File: src/rtl/count_chain.sv
// count_chain: cascade of NUM_STAGE modulo up/down counters with per-stage
// runtime modulus, parallel load, per-stage carry outputs and a registered
// chain-wrap pulse. Stage 0 is least significant; higher stages step on the
// carry/borrow of the stage below within the same clock edge.
//
// Optional feature (macro COUNT_CHAIN_STICKY_EN): sticky overflow/underflow
// flags ovf_o/unf_o with a clr_flags input. Without the macro those ports and
// registers do not exist.
module count_chain #(
  parameter int NUM_STAGE   = 3,
  parameter int NUM_BIT     = 8,
  parameter int RESET_VALUE = 0
) (
  input  logic                         clk,
  input  logic                         reset_n,
  input  logic                         en,
  input  logic                         inc,
  input  logic                         dec,
  input  logic                         load,
  input  logic [NUM_STAGE*NUM_BIT-1:0] load_value,
  input  logic [NUM_STAGE*NUM_BIT-1:0] max_count,
  output logic [NUM_STAGE*NUM_BIT-1:0] count_o,
  output logic [NUM_STAGE-1:0]         carry_o,
`ifdef COUNT_CHAIN_STICKY_EN
  input  logic                         clr_flags,
  output logic                         ovf_o,
  output logic                         unf_o,
`endif
  output logic                         wrap_o
);

  localparam logic [NUM_BIT-1:0] RST_V = RESET_VALUE[NUM_BIT-1:0];

  logic                         step;
  logic                         dir_up;
  logic [NUM_STAGE*NUM_BIT-1:0] count_nxt;

  assign step   = en & (inc ^ dec);
  assign dir_up = inc;

  // Ripple the step through the stages: each stage steps only when every
  // stage below it is stepping and at its terminal value.
  always_comb begin
    logic               ripple;
    logic               term;
    logic [NUM_BIT-1:0] c;
    logic [NUM_BIT-1:0] m;
    count_nxt = count_o;
    carry_o   = '0;
    ripple    = step;
    term      = 1'b0;
    c         = '0;
    m         = '0;
    for (int k = 0; k < NUM_STAGE; k++) begin
      c = count_o[k*NUM_BIT +: NUM_BIT];
      m = max_count[k*NUM_BIT +: NUM_BIT];
      // Down-count treats values above max as terminal so they recover to max.
      if (dir_up) term = (c >= m);
      else        term = (c == RST_V) || (c > m);
      if (ripple) begin
        if (dir_up) count_nxt[k*NUM_BIT +: NUM_BIT] = term ? RST_V : c + NUM_BIT'(1);
        else        count_nxt[k*NUM_BIT +: NUM_BIT] = term ? m : c - NUM_BIT'(1);
      end
      carry_o[k] = ripple & term & ~load;
      ripple     = ripple & term;
    end
  end

  // Stage registers and wrap pulse; load overrides stepping regardless of en.
  always_ff @(posedge clk or negedge reset_n) begin
    if (!reset_n) begin
      count_o <= {NUM_STAGE{RST_V}};
      wrap_o  <= 1'b0;
    end else begin
      if (load) count_o <= load_value;
      else      count_o <= count_nxt;
      wrap_o <= carry_o[NUM_STAGE-1];
    end
  end

`ifdef COUNT_CHAIN_STICKY_EN
  // Sticky wrap flags; a new wrap on the same edge beats clr_flags.
  always_ff @(posedge clk or negedge reset_n) begin
    if (!reset_n) begin
      ovf_o <= 1'b0;
      unf_o <= 1'b0;
    end else begin
      if (carry_o[NUM_STAGE-1] && dir_up) ovf_o <= 1'b1;
      else if (clr_flags)                 ovf_o <= 1'b0;
      if (carry_o[NUM_STAGE-1] && !dir_up) unf_o <= 1'b1;
      else if (clr_flags)                  unf_o <= 1'b0;
    end
  end
`endif

endmodule

File: config.mk
export PLATFORM = sky130hd
export DESIGN_NAME = count_chain
export DESIGN_NICKNAME = d
export VERILOG_FILES = /design/src/rtl/count_chain.sv
export SDC_FILE = /design/constraint.sdc
export NUM_CORES = 1
export LEC_CHECK = 0
export CORE_ASPECT_RATIO = 0.5
export CORE_MARGIN = 2
export CORE_UTILIZATION = 30
export CTS_CLUSTER_DIAMETER = 50
export DETAILED_ROUTE_END_ITERATION = 8
export PLACE_DENSITY = 0.54
export SETUP_SLACK_MARGIN = 0.5
export SKIP_CTS_REPAIR_TIMING = 1
export SLEW_MARGIN = 10
export SYNTH_ARGS = -nofsm -noshare
export SYNTH_HDL_FRONTEND = slang
export SYNTH_SLANG_ARGS = --single-unit
File: constraint.sdc
create_clock -name clk -period 3 [get_ports clk]
set_input_delay 0.3 -clock clk [delete_from_list [all_inputs] [get_ports clk]]
set_output_delay 0.3 -clock clk [all_outputs]
set_load 0.1 [all_outputs]
==> results of run 1 <==
-- area by class of cell --
| class | instances | area share (%) |
|---|---|---|
| clock buffers | 3 | 1.59 |
| clock inverters | 1 | 0.159 |
| inverters | 35 | 3.00 |
| multi-input cells | 331 | 53.0 |
| flip-flops and latches | 25 | 14.6 |
| well taps | 140 | 3.72 |
| repair buffers | 125 | 24.0 |
-- synth_stat cells (3+ instances only) --
library cell  number  area share [%]
xor2_1            18             5.0
nor2b_1            3            0.60
nand3_1           22             3.5
nor2_1            29             3.5
nand4_1            7             1.4
clkbuf_1          13             1.6
a21o_1             4            0.96
nand2_1           41             4.9
dfrtp_1           25              20
clkbuf_8           3             1.3
a311oi_1           3            0.84
nor4_1             7             1.4
a211oi_1           5             1.2
o211ai_1           7             1.7
inv_1             35             4.2
xnor2_1            3            0.84
nor4b_1            3            0.84
o21ai_0           27             4.3
ha_1              30              12
nor3_1            10             1.6
and3_1             6             1.2
nand2b_1           8             1.6
a21oi_1           33             5.3
o22ai_1            7             1.4
a31oi_1            7             1.4
-- power groups by stage --
stage / sequential [mW] / combinational, mW / clock [mW]
floorplan: 0.755 / 0.511 / 0
global placement: 0.518 / 1.07 / 0
detailed placement: 0.514 / 1.07 / 0
CTS: 0.508 / 1.07 / 0.329
global route: 0.501 / 1.30 / 0.339
finish: 0.493 / 1.20 / 0.316
-- final timing paths --
| path | startpoint | end | slack (ns) |
|---|---|---|---|
| min in group clk | max_count[15] | count_o[15] | 0.50 |
| worst max register to register | count_o[13] | count_o[13] | 0.37 |
| worst max-delay path | count_o[9] | carry_o[2] | 0.20 |
| worst min register to register | count_o[21] | count_o[21] | 0.67 |
| max in group asynchronous | reset_n | count_o[13] | 2.28 |
| worst min-delay path | reset_n | count_o[6] | 0.42 |
-- state kept, by name (all words and copies together), names as in the netlist --
register / count
wrap_o: 1
count_o: 24
-- metal layers --
layer / wire length [µm] / up-vias / track usage (%)
met2: 5010 / 89 / 29.4
li1: - / 1730 / -
met1: 5420 / 1693 / 28.7
met4: 68 / 0 / 2.38
met5: 0 / - / 0
met3: 511 / 8 / 2.34
-- stage by stage --
stage / setup slack, ns / instance area [µm²]
finish: 0.196 / 4710
global route: 0.0986 / 4710
CTS: -0.0599 / 4350
detailed placement: 0.0930 / 4270
global placement: 0.0791 / 4270
floorplan: 0.130 / 3330
-- kinds of logic after synthesis --
kind of cell	after synthesis
compound gates	123
buf+inv	57
mux	3
xor+xnor	21
fa+ha+maj	30
flops	25
simple gates	154
==> impl_metrics.tcl, run 1 <==
set metrics [dict create \
    dieArea_um2 11300 \
    power_frac_seq_pct 24.5 \
    tightest_slew_ns 0.961 \
    cts.sinks 25 \
    yosys.area_share.xor_xnor_pct 5.89 \
    seqCellArea_um2 688 \
    die_w_um 148 \
    detail_route.vias_per_cell 5.33 \
    utilization_pct 46.3 \
    clockBufferDepth 2 \
    power_frac_comb_pct 59.8 \
    synth_cells 413 \
    final.setup.tns_ns 0 \
    setup_viol 0 \
    grt_overflow_total 0 \
    post-route-period-util_pct 93.5 \
    cp_num_cells 10 \
    syn-cell-area_um2 3120 \
    path_class "reg -> out" \
    synthFlopType "dfrtp_1" \
    period_minus_slack_ns 2.80 \
    first_global_vias 3361 \
    clk_latency_ns 0.26 \
    cpMostUsedCell "a21oi_4" \
    htreeDepth 1 \
    antenna_found_initial 0 \
    synth-seq-area-share_pct 20.0 \
    crit_arrival_ns 2.50 \
    synth_cell_types 67 \
    drtAntennaViolNets 0 \
    clkPwrFrac_pct 15.7 \
    ir_drop_uv 241 \
    hold_class "in -> async" \
    final_cell_mix "67 x buf_4, 46 x clkdlybuf4s50_1, 38 x nand2_1" \
    p_int_mw 1.04 \
    ios 82 \
    layout.nets 605 \
    area_growth_syn_to_layout_pct 50.8 \
    synth-edff-count 0 \
    yosys.area_share.simple_pct 26.5 \
    skew_ns 0.00596 \
    critPathCaptureType "output pin" \
    post_drt_wl_per_cell_um 16.7 \
    max_stage_delay_ns 0.53 \
    ys_warn_count 0 \
    hpwl_um 8040 \
    outcome "completed" \
    synth_area_per_cell_um2 7.56 \
    p_switching_mw 0.978 \
    slew_viol_final 0 \
    rows 26 \
    muxShareOfSynthArea_pct 1.04 \
    start_util_pct 30.7 \
    grt_use_total_pct 18.9 \
    chipHeight_um 76.1 \
    holdWs_ns 0.416 \
    synth_adder_area_share_pct 12.0 \
    synthArstFlopShare_pct 100 \
    maxCapViolCount 0 \
    startpoint_type "register" \
    num_vias 3520 \
    nFillCells 1003 \
    fin_cells 660 \
    power_mw 2.01 \
    crit_chain "inv_2 -> ha_4 -> nand2b_1 -> or3_4 -> and2b_2 -> a21oi_2 -> a21oi_4 -> nand2_4 -> a21oi_4 -> buf_12" \
    cts.clk_slew.worst_paths_ns 0.07 \
    grt_pass1_wl_um 17700 \
    synth_nets 497 \
    powerDensity_nw_per_um2 427 \
    hold_viol_final 0 \
    slew_headroom_pct 35.8 \
    cts_tree "yes" \
    critPathSlowestCell "dfrtp_4" \
    place.gp.congestion 0.879 \
    drc 0 \
    cts_root_buffer "clkbuf_16" \
    layout_commonest_cell "buf_4" \
    drtIter0Drc 197 \
    cp_max_fo 6 \
    path_delay_family "simple AND/OR/NAND/NOR gates" \
    worst-path-buf-inv 2 \
    portBuffers 81 \
    placedCellCount 630 \
    cts_buffers 3 \
    n_antenna_cell 0 \
    p_leak_nw 1.98 \
    multiInputGateArea_um2 2490 \
    synth_compound_area_share_pct 26.0 \
    netSwitchingFraction_pct 48.6 \
    fmax_mhz 357 \
    grt_max_degree 33 \
    wirelength_um 11000 \
    reg2reg_depth 9 \
    grt_setup_unrepaired "yes" \
    critical_path_required_ns 2.70 \
    drive_gt1_share_pct 30.8 \
    first_pass_iters 4 \
    synth-seq-cells 25 \
    synth_top_family_by_area "simple AND/OR/NAND/NOR gates" \
    core-area_um2 10200 \
]
No activity file was read; power rests on OpenSTA's default activity.
==> run 2: changes to the inputs <==
--- a/config.mk
+++ b/config.mk
@@ -11,6 +11,7 @@
 export CTS_CLUSTER_DIAMETER = 50
 export DETAILED_ROUTE_END_ITERATION = 8
 export PLACE_DENSITY = 0.54
+export REMOVE_ABC_BUFFERS = 1
 export SETUP_SLACK_MARGIN = 0.5
 export SKIP_CTS_REPAIR_TIMING = 1
 export SLEW_MARGIN = 10
==> run 2 against run 1 <==
First-iteration DRC count grew 22%. Cell count grew 3.0%. Die area is the same. Maximum frequency grew 3.8%. Global-route usage grew 0.61 points. Non-clock buffer count grew 20. Hold slack lost 0.0026 ns. Clock power grew 1%. Utilization grew 1.3 points. Sequential share of layout area shrank 1.6 points. Critical path depth shrank 2. Routed wire length grew 5.4%. Highest routed layer unchanged.
==> impl_metrics.tcl, run 2 (same netlist as run 1, synthesis figures left out) <==
set metrics [dict create \
    regMostFlops "count_o" \
    placedCellCount 661 \
    period_minus_slack_ns 2.70 \
    die_w_um 148 \
    final_area_um2 4850 \
    dieArea_um2 11300 \
    antenna_found_initial 0 \
    first_pass_iters 5 \
    n_antenna_cell 0 \
    cts.sinks 25 \
    tightest_slew_ns 0.965 \
    layout_setup_ws_ns 0.299 \
    wirelength_um 11600 \
    fin_cells 680 \
    clockBufferDepth 2 \
    setup_viol 0 \
    ir_drop_uv 194 \
    rows 26 \
    reg2reg_depth 9 \
    grt_overflow_total 0 \
    place_ws_ns 0.0364 \
    ios 82 \
    drtIter0Drc 240 \
    cp_max_fo 5 \
    final_cell_mix "86 x buf_4, 42 x clkdlybuf4s50_1, 39 x nand2_1" \
    powerDensity_nw_per_um2 430 \
    clk_latency_ns 0.27 \
    chipHeight_um 76.1 \
    post_drt_wl_per_cell_um 17.1 \
    grt_pass1_wl_um 17800 \
    p_leak_nw 2.16 \
    layout_commonest_cell "buf_4" \
    cts_tree "yes" \
    seqCellArea_um2 631 \
    cts_root_buffer "clkbuf_16" \
    cts.clk_slew.worst_paths_ns 0.07 \
    drtAntennaViolNets 0 \
    hpwl_um 8540 \
    layout.nets 625 \
    grt_max_degree 33 \
    detail_route.vias_per_cell 5.31 \
    area_growth_syn_to_layout_pct 55.2 \
    hold_viol_final 0 \
    htreeDepth 1 \
    slew_headroom_pct 35.5 \
    startpoint_type "register" \
    multiInputGateArea_um2 2520 \
    grt_use_total_pct 19.6 \
    top_regs "count_o (24), wrap_o (1)" \
    portBuffers 81 \
    crit_arrival_ns 2.40 \
    start_util_pct 30.7 \
    place_area_um2 4310 \
    skew_ns 0.00241 \
    core-area_um2 10200 \
    outcome "completed" \
    cts_buffers 3 \
    first_global_vias 3274 \
    hold_class "in -> async" \
    num_vias 3609 \
    path_class "reg -> out" \
    critical_path_required_ns 2.70 \
    utilization_pct 47.6 \
    final.setup.tns_ns 0 \
    largest_reg_flops 24 \
    slew_viol_final 0 \
    drc 0 \
    maxCapViolCount 0 \
    post-route-period-util_pct 90.0 \
    critPathCaptureType "output pin" \
    nFillCells 1011 \
    place.gp.congestion 0.921 \
    grt_setup_unrepaired "yes" \
    fmax_mhz 370 \
    drive_gt1_share_pct 30.4 \
]
run 2: changes by cell type in the layout (fill, tap and decap cells not counted), sizes merged:
cell,previous run,this run
buf,70,91
clkbuf,4,3
clkdlybuf4s50,46,42
clkinv,0,1
clkinvlp,3,1
inv,33,34
dlymetal6s2s,8,12
run 2: report_power, final:
| part | leakage [nW] | switching [mW] | total, mW | internal (mW) |
|---|---|---|---|---|
| Combinational | 1.82 | 0.804 | 1.32 | 0.517 |
| Clock | 0.0409 | 0.140 | 0.320 | 0.181 |
| Sequential | 0.294 | 0.0631 | 0.441 | 0.377 |
| Total | 2.16 | 1.01 | 2.08 | 1.08 |
run 2: final timing paths:
kind                            slack (ns)     endpoint           from
worst max-delay path                  0.30   carry_o[2]     count_o[7]
worst min-delay path                  0.41   count_o[1]        reset_n
worst max register to register        0.49  count_o[13]     count_o[9]
worst min register to register        0.67   count_o[5]     count_o[5]
max in group asynchronous             2.29   count_o[0]        reset_n
min in group clk                      0.50  count_o[11]  max_count[11]
run 2: area by class of cell:
class	count	share of cell area (%)
timing repair buffer	145	26.8
clock inverter	1	0.103
clock buffer	3	1.55
inverter	35	2.89
sequential	25	13.0
multi-input combinational	331	52.0
tap	140	3.61
run 2: stage by stage:
step | hold WS (ns) | total power [mW]
4_1_cts | 0.421 | 1.93
6_report | 0.414 | 2.08
5_1_grt | 0.433 | 2.21
3_3_place_gp | 0.663 | 1.61
2_1_floorplan | 0.00441 | 1.17
3_5_place_dp | 0.659 | 1.60
run 2: per-layer routing:
layer / track usage [%] / part of all wire [%]
met5: 0 / 0
met4: 2.29 / 0.80
met3: 2.69 / 5.7
met2: 28.9 / 45
met1: 30.6 / 48
run 2: worst max-delay path: stages (launching register included):
cell,delay (ns)
dfrtp_1,0.47
ha_4,0.31
nand4_1,0.20
o211ai_2,0.35
nand2_2,0.13
a21oi_4,0.17
nand2_4,0.09
a21oi_4,0.19
buf_12,0.20
==> run 3: changes to the inputs <==
--- a/config.mk
+++ b/config.mk
@@ -5,7 +5,6 @@
 export SDC_FILE = /design/constraint.sdc
 export NUM_CORES = 1
 export LEC_CHECK = 0
-export CORE_ASPECT_RATIO = 0.5
 export CORE_MARGIN = 2
 export CORE_UTILIZATION = 30
 export CTS_CLUSTER_DIAMETER = 50
==> run 3 against run 2 <==
Non-clock buffer count fell by 5. Cell area shrank 2.7%. Critical endpoint unchanged. Global-route usage down 1.1 points. Largest cell class unchanged. Critical path type unchanged. Clock skew rose by 0.0063 ns.
==> impl_metrics.tcl, run 3 (same netlist as run 1, synthesis figures left out) <==
set metrics [dict create \
    reg2reg_depth 10 \
    skew_ns 0.00873 \
    reg2reg_slack_ns 0.51 \
    max_stage_delay_ns 0.42 \
    post-route-period-util_pct 89.5 \
    cts.sinks 25 \
    start_util_pct 30.5 \
    layout_setup_ws_ns 0.315 \
    first_pass_iters 4 \
    slew_viol_final 0 \
    hpwl_um 8210 \
    hold_viol_final 0 \
    grt_setup_unrepaired "yes" \
    r2r-start "count_o[9]" \
    placedCellCount 648 \
    drive_gt1_share_pct 28.6 \
    num_vias 3534 \
    n_antenna_cell 0 \
    ir_drop_uv 249 \
    htreeDepth 1 \
    portBuffers 81 \
    ios 82 \
    crit_path_end "carry_o[2]" \
    top_layer_used "met4" \
    place.gp.congestion 0.916 \
    worstReg2RegEnd "count_o[10]" \
    path_class "reg -> out" \
    cp_max_fo 3 \
    drc 0 \
    detail_route.vias_per_cell 5.27 \
    setup_viol 0 \
    fin_cells 671 \
    die_w_um 106 \
    crit_chain "buf_6 -> ha_4 -> nor2b_4 -> o211ai_1 -> a21o_2 -> a21o_1 -> a21oi_2 -> nand2_2 -> a21oi_4 -> buf_12" \
    critPathCaptureType "output pin" \
    p_leak_nw 2.07 \
    place_ws_ns 0.0888 \
    post_drt_wl_per_cell_um 16.4 \
    cts_root_buffer "clkbuf_8" \
    top_regs "count_o (24), wrap_o (1)" \
    final_cell_mix "79 x buf_4, 46 x clkdlybuf4s50_1, 38 x nand2_1" \
    critical_path_required_ns 2.70 \
    path_delay_family "compound AO/OA/AOI/OAI gates" \
    crit_arrival_ns 2.38 \
    cts_buffers 3 \
    setup.worst_path.start "count_o[9]" \
    grt_overflow_total 0 \
    powerDensity_nw_per_um2 412 \
    largest_reg_flops 24 \
    clk_latency_ns 0.28 \
    wl_met3_um 414 \
    grt_pass1_wl_um 16800 \
    outcome "completed" \
    area_growth_syn_to_layout_pct 51.0 \
    maxCapViolCount 0 \
    core-area_um2 10200 \
    clockBufferDepth 2 \
    hold_class "in -> async" \
    layout.nets 620 \
    holdWs_ns 0.393 \
    wl_met1_um 4900 \
    cts.clk_slew.worst_paths_ns 0.10 \
    tightest_slew_ns 0.961 \
    startpoint_type "register" \
    regMostFlops "count_o" \
    drtAntennaViolNets 0 \
    worst-path-buf-inv 2 \
    fmax_mhz 372 \
    dieArea_um2 11200 \
    cts_tree "yes" \
    slew_headroom_pct 35.7 \
    antenna_found_initial 0 \
    period_minus_slack_ns 2.68 \
    chipHeight_um 106 \
    layout_commonest_cell "buf_4" \
    critPathSlowestCell "dfrtp_1" \
    nFillCells 1027 \
    final.setup.tns_ns 0 \
    rows 37 \
    wirelength_um 11000 \
    route.met2.wl_um 5460 \
    drtIter0Drc 229 \
    utilization_pct 46.1 \
    cp_num_cells 10 \
    grt_max_degree 33 \
    first_global_vias 3339 \
    grt_use_total_pct 18.4 \
]
[run 3: worst reg2reg max path, cell delays in order, from the launching register on]
cell      delay [ns]
dfrtp_1         0.42
buf_6           0.13
ha_4            0.26
nor2b_4         0.13
o211ai_1        0.09
a21o_2          0.24
a21oi_1         0.44
buf_4           0.21
nor2_1          0.05
o32a_1          0.29
o221ai_1        0.16
[run 3: final cells by class]
type                       instances  area, µm²  share of cell area (%)
timing repair buffer             140       1260                    26.7
tap                              136        170                    3.61
inverter                          35        134                    2.84
sequential                        25        632                    13.4
clock buffer                       4       45.0                   0.955
multi-input combinational        331       2480                    52.5
[run 3: worst min path at each step]
stage,end,cells after the start
after global routing,count_o[2],2
after global placement,count_o[16],3
after detailed placement,count_o[10],2
after floorplan,count_o[0],0
after CTS,count_o[6],2
final,count_o[7],2
[run 3: stage by stage]
stage,instance area (µm²),power (mW)
2_1_floorplan,2990,1.17
3_3_place_gp,4240,1.57
3_5_place_dp,4240,1.58
4_1_cts,4280,1.80
5_1_grt,4720,2.06
6_report,4720,1.94
[run 3: per-layer routing]
layer,up-vias,GRT usage [%]
met5,-,0
met4,0,5.64
met3,17,1.29
met2,95,31.9
met1,1668,24.5
li1,1754,-
[run 3: where the power goes]
part	leakage, nW	switching [mW]	internal [mW]	total [mW]
logic	1.76	0.782	0.499	1.28
clock network	0.0228	0.122	0.0954	0.218
registers	0.293	0.0665	0.378	0.444
total	2.07	0.971	0.972	1.94
